==> src/rtl/router_pkt_tx.sv <==
// Packet transmitter: buffers a payload, then sends header, payload and parity beats to the router.
// Optional ROUTER_TX_ERR_INJECT_EN lets corrupt_par flip bit 0 of the parity beat.
module router_pkt_tx #(
    parameter int DATA_W  = 8,
    parameter int MAX_LEN = 16
) (
    input  logic              clock,
    input  logic              resetn,
    input  logic              start,
    input  logic [1:0]        dest_addr,
    input  logic [DATA_W-3:0] pay_len,
    input  logic [DATA_W-1:0] pay_data,
    input  logic              pay_valid,
    output logic              pay_ready,
    input  logic              busy,
    output logic [DATA_W-1:0] data_out,
    output logic              pkt_valid,
    output logic              tx_active,
    output logic              done,
    output logic              req_err,
    input  logic              corrupt_par
);

    localparam int LEN_W = DATA_W - 2;
    localparam int AW    = (MAX_LEN > 1) ? $clog2(MAX_LEN) : 1;
    localparam logic [LEN_W-1:0] MAX_L = LEN_W'(MAX_LEN);

    typedef enum logic [2:0] {
        IDLE,
        LOAD,
        HEADER,
        PAYLOAD,
        PARITY
    } state_t;

    state_t state_q, state_d;

    logic [1:0]        addr_q;
    logic [LEN_W-1:0]  len_q;
    logic [LEN_W-1:0]  idx_q;
    logic [DATA_W-1:0] par_q;
    logic              done_q;
    logic              err_q;
    logic [DATA_W-1:0] buf_q [MAX_LEN];

    logic              req_ok;
    logic              accept;
    logic              reject;
    logic              wr_en;
    logic              xfer;
    logic              last;
    logic [DATA_W-1:0] header;
    logic [DATA_W-1:0] par_beat;

`ifdef ROUTER_TX_ERR_INJECT_EN
    logic inj_q;
    assign par_beat = par_q ^ {{(DATA_W-1){1'b0}}, inj_q};
`else
    logic unused_corrupt;
    assign unused_corrupt = corrupt_par;
    assign par_beat = par_q;
`endif

    assign header    = {len_q, addr_q};
    assign req_ok    = (dest_addr != 2'd3) && (pay_len != '0) && (pay_len <= MAX_L);
    assign last      = (idx_q == len_q - 1'b1);
    assign tx_active = (state_q != IDLE);
    assign done      = done_q;
    assign req_err   = err_q;

    always_ff @(posedge clock or negedge resetn) begin
        if (!resetn) begin
            state_q <= IDLE;
        end else begin
            state_q <= state_d;
        end
    end

    always_comb begin
        state_d   = state_q;
        pay_ready = 1'b0;
        data_out  = '0;
        pkt_valid = 1'b0;
        accept    = 1'b0;
        reject    = 1'b0;
        wr_en     = 1'b0;
        xfer      = 1'b0;
        unique case (state_q)
            IDLE: begin
                if (start) begin
                    if (req_ok) begin
                        accept  = 1'b1;
                        state_d = LOAD;
                    end else begin
                        reject = 1'b1;
                    end
                end
            end
            LOAD: begin
                pay_ready = 1'b1;
                wr_en     = pay_valid;
                if (pay_valid && last) begin
                    state_d = HEADER;
                end
            end
            HEADER: begin
                data_out  = header;
                pkt_valid = 1'b1;
                xfer      = !busy;
                if (!busy) begin
                    state_d = PAYLOAD;
                end
            end
            PAYLOAD: begin
                data_out  = buf_q[idx_q[AW-1:0]];
                pkt_valid = 1'b1;
                xfer      = !busy;
                if (!busy && last) begin
                    state_d = PARITY;
                end
            end
            PARITY: begin
                data_out = par_beat;
                xfer     = !busy;
                if (!busy) begin
                    state_d = IDLE;
                end
            end
            default: state_d = IDLE;
        endcase
    end

    always_ff @(posedge clock or negedge resetn) begin
        if (!resetn) begin
            addr_q <= '0;
            len_q  <= '0;
            idx_q  <= '0;
            par_q  <= '0;
            done_q <= 1'b0;
            err_q  <= 1'b0;
`ifdef ROUTER_TX_ERR_INJECT_EN
            inj_q  <= 1'b0;
`endif
        end else begin
            done_q <= 1'b0;
            err_q  <= reject;
            if (accept) begin
                addr_q <= dest_addr;
                len_q  <= pay_len;
                idx_q  <= '0;
                par_q  <= '0;
`ifdef ROUTER_TX_ERR_INJECT_EN
                inj_q  <= corrupt_par;
`endif
            end
            if (wr_en) begin
                par_q <= par_q ^ pay_data;
                idx_q <= last ? '0 : idx_q + 1'b1;
            end
            if (xfer) begin
                if (state_q == HEADER) begin
                    par_q <= par_q ^ header;
                    idx_q <= '0;
                end else if (state_q == PAYLOAD) begin
                    idx_q <= idx_q + 1'b1;
                end else if (state_q == PARITY) begin
                    done_q <= 1'b1;
                end
            end
        end
    end

    // Payload storage is deliberately not reset; stale words are never read.
    always_ff @(posedge clock) begin
        if (wr_en) begin
            buf_q[idx_q[AW-1:0]] <= pay_data;
        end
    end

endmodule

==> config.mk <==
export PLATFORM = sky130hd
export DESIGN_NAME = router_pkt_tx
export DESIGN_NICKNAME = d
export VERILOG_FILES = /design/src/rtl/router_pkt_tx.sv
export SDC_FILE = /design/constraint.sdc
export NUM_CORES = 1
export LEC_CHECK = 0
export CAP_MARGIN = 40
export CORE_ASPECT_RATIO = 1.75
export CORE_UTILIZATION = 60
export DETAILED_ROUTE_END_ITERATION = 8
export HOLD_SLACK_MARGIN = 0.1
export PLACE_DENSITY = 0.8
export SYNTH_ARGS = -nofsm -noshare
export SYNTH_HDL_FRONTEND = slang
export SYNTH_SLANG_ARGS = --single-unit
==> constraint.sdc <==
create_clock -name clock -period 4.13 [get_ports clock]
set_input_delay 0.6195 -clock clock [delete_from_list [all_inputs] [get_ports clock]]
set_output_delay 0.6195 -clock clock [all_outputs]
set_load 0.005 [all_outputs]
==> run metrics <==
num rows 50; Netlist cell types between 40 and 50; Final setup viols 0; first-pass GRT wire length approximately 23 mm; min Tclk post-route 3930 ps; # nets final approximately 480; gpl congestion 0.855; r2r setup slk about 1500 ps; clk slew on worst S/H paths roughly 60 ps; status finished, final reports clean; # resized after CTS 0; Worst Path Max Fanout 20; WP data arrival between 3000 and 4000 ps; r2r worst-path depth 4; critical-path cell list buf_4, mux4_2, mux4_2, mux2i_1, o21ai_0, clkdlybuf4s50_1; Sw Share roughly 24%; Max VDD drop ~0.33 mV; Iter 0 DRT Violations ~330; CTS Buffer Depth 2; Routed Antenna Nets 0; vias in the first global route approximately 4,200; die height roughly 140 um; Vias per Instance roughly 6.6; Starting Density about three fifths; sw power 0.925 mW; clk_skew roughly 7.7 ps; Setup crit end kind output port; DR pass1 iterations 5; Min-Delay Path Class reg -> reg; leakage power 2.78 nW; Critical Path RT about 3500 ps; fin. max-slew vios 0; Combinational Power Share between 10 and 15%; Final Cycle Share 95.1%; DRC viols 0; maxcap violations 0; Slew @ Worst Pin 833 ps; post-DP HPWL 9.65 mm; Main synth FF type edfxtp_1; FF+latch count, synth about 160; type of the worst setup path reg -> out; core box area approximately 11,000 um2; CTS sink count between 150 and 200; Synth top area share approximately three fifths; synthesis-to-finish area growth 17.5%; dpl cell area roughly 7200 um2; synth top area cells edfxtp_1, mux4_2, dfrtp_1; Hold Path Depth 1; most used cell, CP mux4_2; syn_nets around 420; total wire length around 15 mm; EDFF count, synth about 130; cell area after synthesis approximately 6600 um2; TritonCTS buffer count 17; GRT Total Usage between 20% and 30%; clock latency on the worst-skew pair roughly 420 ps; Hold Path Sink par_beat[3]$_DFF_PN0_; final count of hold timing violations 0; reg2reg start state_q[0]$_DFFE_PN0P_; ys async rst share about 17%; CTS tree built; Hold Buf Count CTS 0; total number of vias approximately 4,000; DIE WIDTH about 81 um; ant diodes 0; root buffer cell clkbuf_16; pin count of the biggest net entering global routing 39; crit path max-delay cell type dfrtp_2; Synth warnings 0; leading area contributor after synthesis edfxtp_1; die area about 11,000 um2; internal power ~2.9 mW; layout cells sized above 1 22.9%; part of the power in the clock network about two fifths; Hold Startpoint par_beat[3]$_DFF_PN0_; RSZ-0062 raised after global routing false; sequential share of the synthesized area 68.3%; grt total ovfl 0; reg-to-reg critical path endpoint buf_q[5][6]$_DFFE_PP_; H-tree levels 4; max incr delay on CP about 800 ps; Worst Setup Start Kind register; beginning of the critical path idx_q[0]$_DFF_PN0_; CP delay by family, top multiplexers; boundary pin count 35; post-CTS setup buffer count 0; Setup TNS Final 0 ps; synthesized instance count 395; WL per Instance between 20 and 25 um; power share of the sequential group between 40% and 50%; initial antenna violation count 0; fmax roughly 0.25 GHz; stages on the worst setup path 6; CP Buf/Inv Count 2; worst relative slew slack 44.3%; Avg Inst Size Synth between 15 and 20 um2; # port buffers 33; design area 7770 um2; power density cells roughly 500 nW/um2
==> through the flow <==
| step | total power, mW | hold WS, ps | cells | setup WS (ps) | util [%] |
|---|---|---|---|---|---|
| final | 3.79 | 496 | 592 | 201 | 72.7 |
| after global routing | 3.90 | 505 | 592 | 34.3 | 72.7 |
| after CTS | 3.79 | 486 | 589 | 191 | 72.4 |
| after detailed placement | 2.32 | 469 | 557 | 627 | 67.2 |
| after global placement | 2.29 | 459 | 555 | 670 | 66.8 |
| after floorplan | 2.09 | 324 | 395 | 1400 | - |
==> logic make-up after synthesis <==
kind of cell,share of synthesized area (%)
compound gates,5.39
xor+xnor,1.06
simple gates,6.20
buf+inv,1.93
mux,16.2
fa+ha+maj,0.945
flops,68.3
==> cell usage in the layout (no fill, tap or decap), drive strengths merged, types with 2 or more instances in the layout <==
| cell | Yosys | final |
|---|---|---|
| a21oi | 16 | 16 |
| a221oi | 8 | 8 |
| a22o | 4 | 4 |
| a22oi | 4 | 4 |
| and2 | 4 | 4 |
| and3 | 5 | 5 |
| buf | 9 | 22 |
| clkbuf | 11 | 19 |
| clkdlybuf4s50 | 0 | 33 |
| clkinv | 0 | 4 |
| dfrtp | 27 | 27 |
| edfxtp | 128 | 128 |
| ha | 5 | 5 |
| inv | 10 | 17 |
| mux2 | 8 | 8 |
| mux2i | 8 | 8 |
| mux4 | 40 | 40 |
| nand2 | 31 | 31 |
| nand2b | 4 | 4 |
| nand3 | 5 | 5 |
| nor2 | 21 | 21 |
| nor3 | 5 | 5 |
| nor4 | 2 | 2 |
| o21ai | 16 | 16 |
| o22ai | 2 | 2 |
| or3 | 2 | 2 |
| xnor2 | 5 | 5 |
| xor2 | 3 | 3 |
==> how the worst max path moves through the flow <==
| stage | to |
|---|---|
| finish | data_out[3] |
| global route | data_out[3] |
| CTS | data_out[2] |
| detailed placement | data_out[6] |
| global placement | data_out[2] |
| floorplan | data_out[2] |
==> area by class of cell <==
cell class / count / area, um2
inverters: 10 / 37.5
well taps: 130 / 163
fillers: 663 / 2930
flip-flops and latches: 155 / 4520
clock inverters: 13 / 133
clock buffers: 19 / 433
repair buffers: 55 / 515
multi-input cells: 210 / 1970
==> flip-flops by register name, summed over array words and instances, names as in the netlist <==
register,cells
buf_q,128
par_beat,8
idx_q,6
len_q,6
state_q,3
addr_q,2
done,1
req_err,1
==> synth_stat cells, types with 2 or more instances <==
cell and count:
a22oi_1 3, xor2_1 3, buf_2 3, nand3_1 5
buf_1 4, and3_1 4, nor3_1 5, a21oi_1 16
mux4_2 40, ha_1 5, o21ai_0 11, xnor2_1 5
nor2_1 21, o22ai_1 2, edfxtp_1 128, mux2_2 8
and2_1 3, o21ai_1 4, mux2i_1 8, a22o_1 4
inv_1 10, dfrtp_1 27, nand2_1 31, clkbuf_1 11
nor4_1 2, nand2b_1 4, a221oi_1 8
==> routing by layer <==
metal  share of wire, %  track usage, %  wire length, um
met1                 35            33.6             5120
met2                 54            49.0             8010
met3                5.9            7.44              876
met4                4.9            15.8              722
met5                  0               0                0
==> power by group through the flow <==
stage | Sequential (mW) | Clock, mW | Combinational (mW)
finish | 1.74 | 1.48 | 0.563
global route | 1.74 | 1.55 | 0.601
CTS | 1.74 | 1.49 | 0.555
detailed placement | 1.77 | 0 | 0.548
global placement | 1.79 | 0 | 0.496
floorplan | 1.74 | 0 | 0.348
Note: power is estimated with default switching activity, not from simulation.
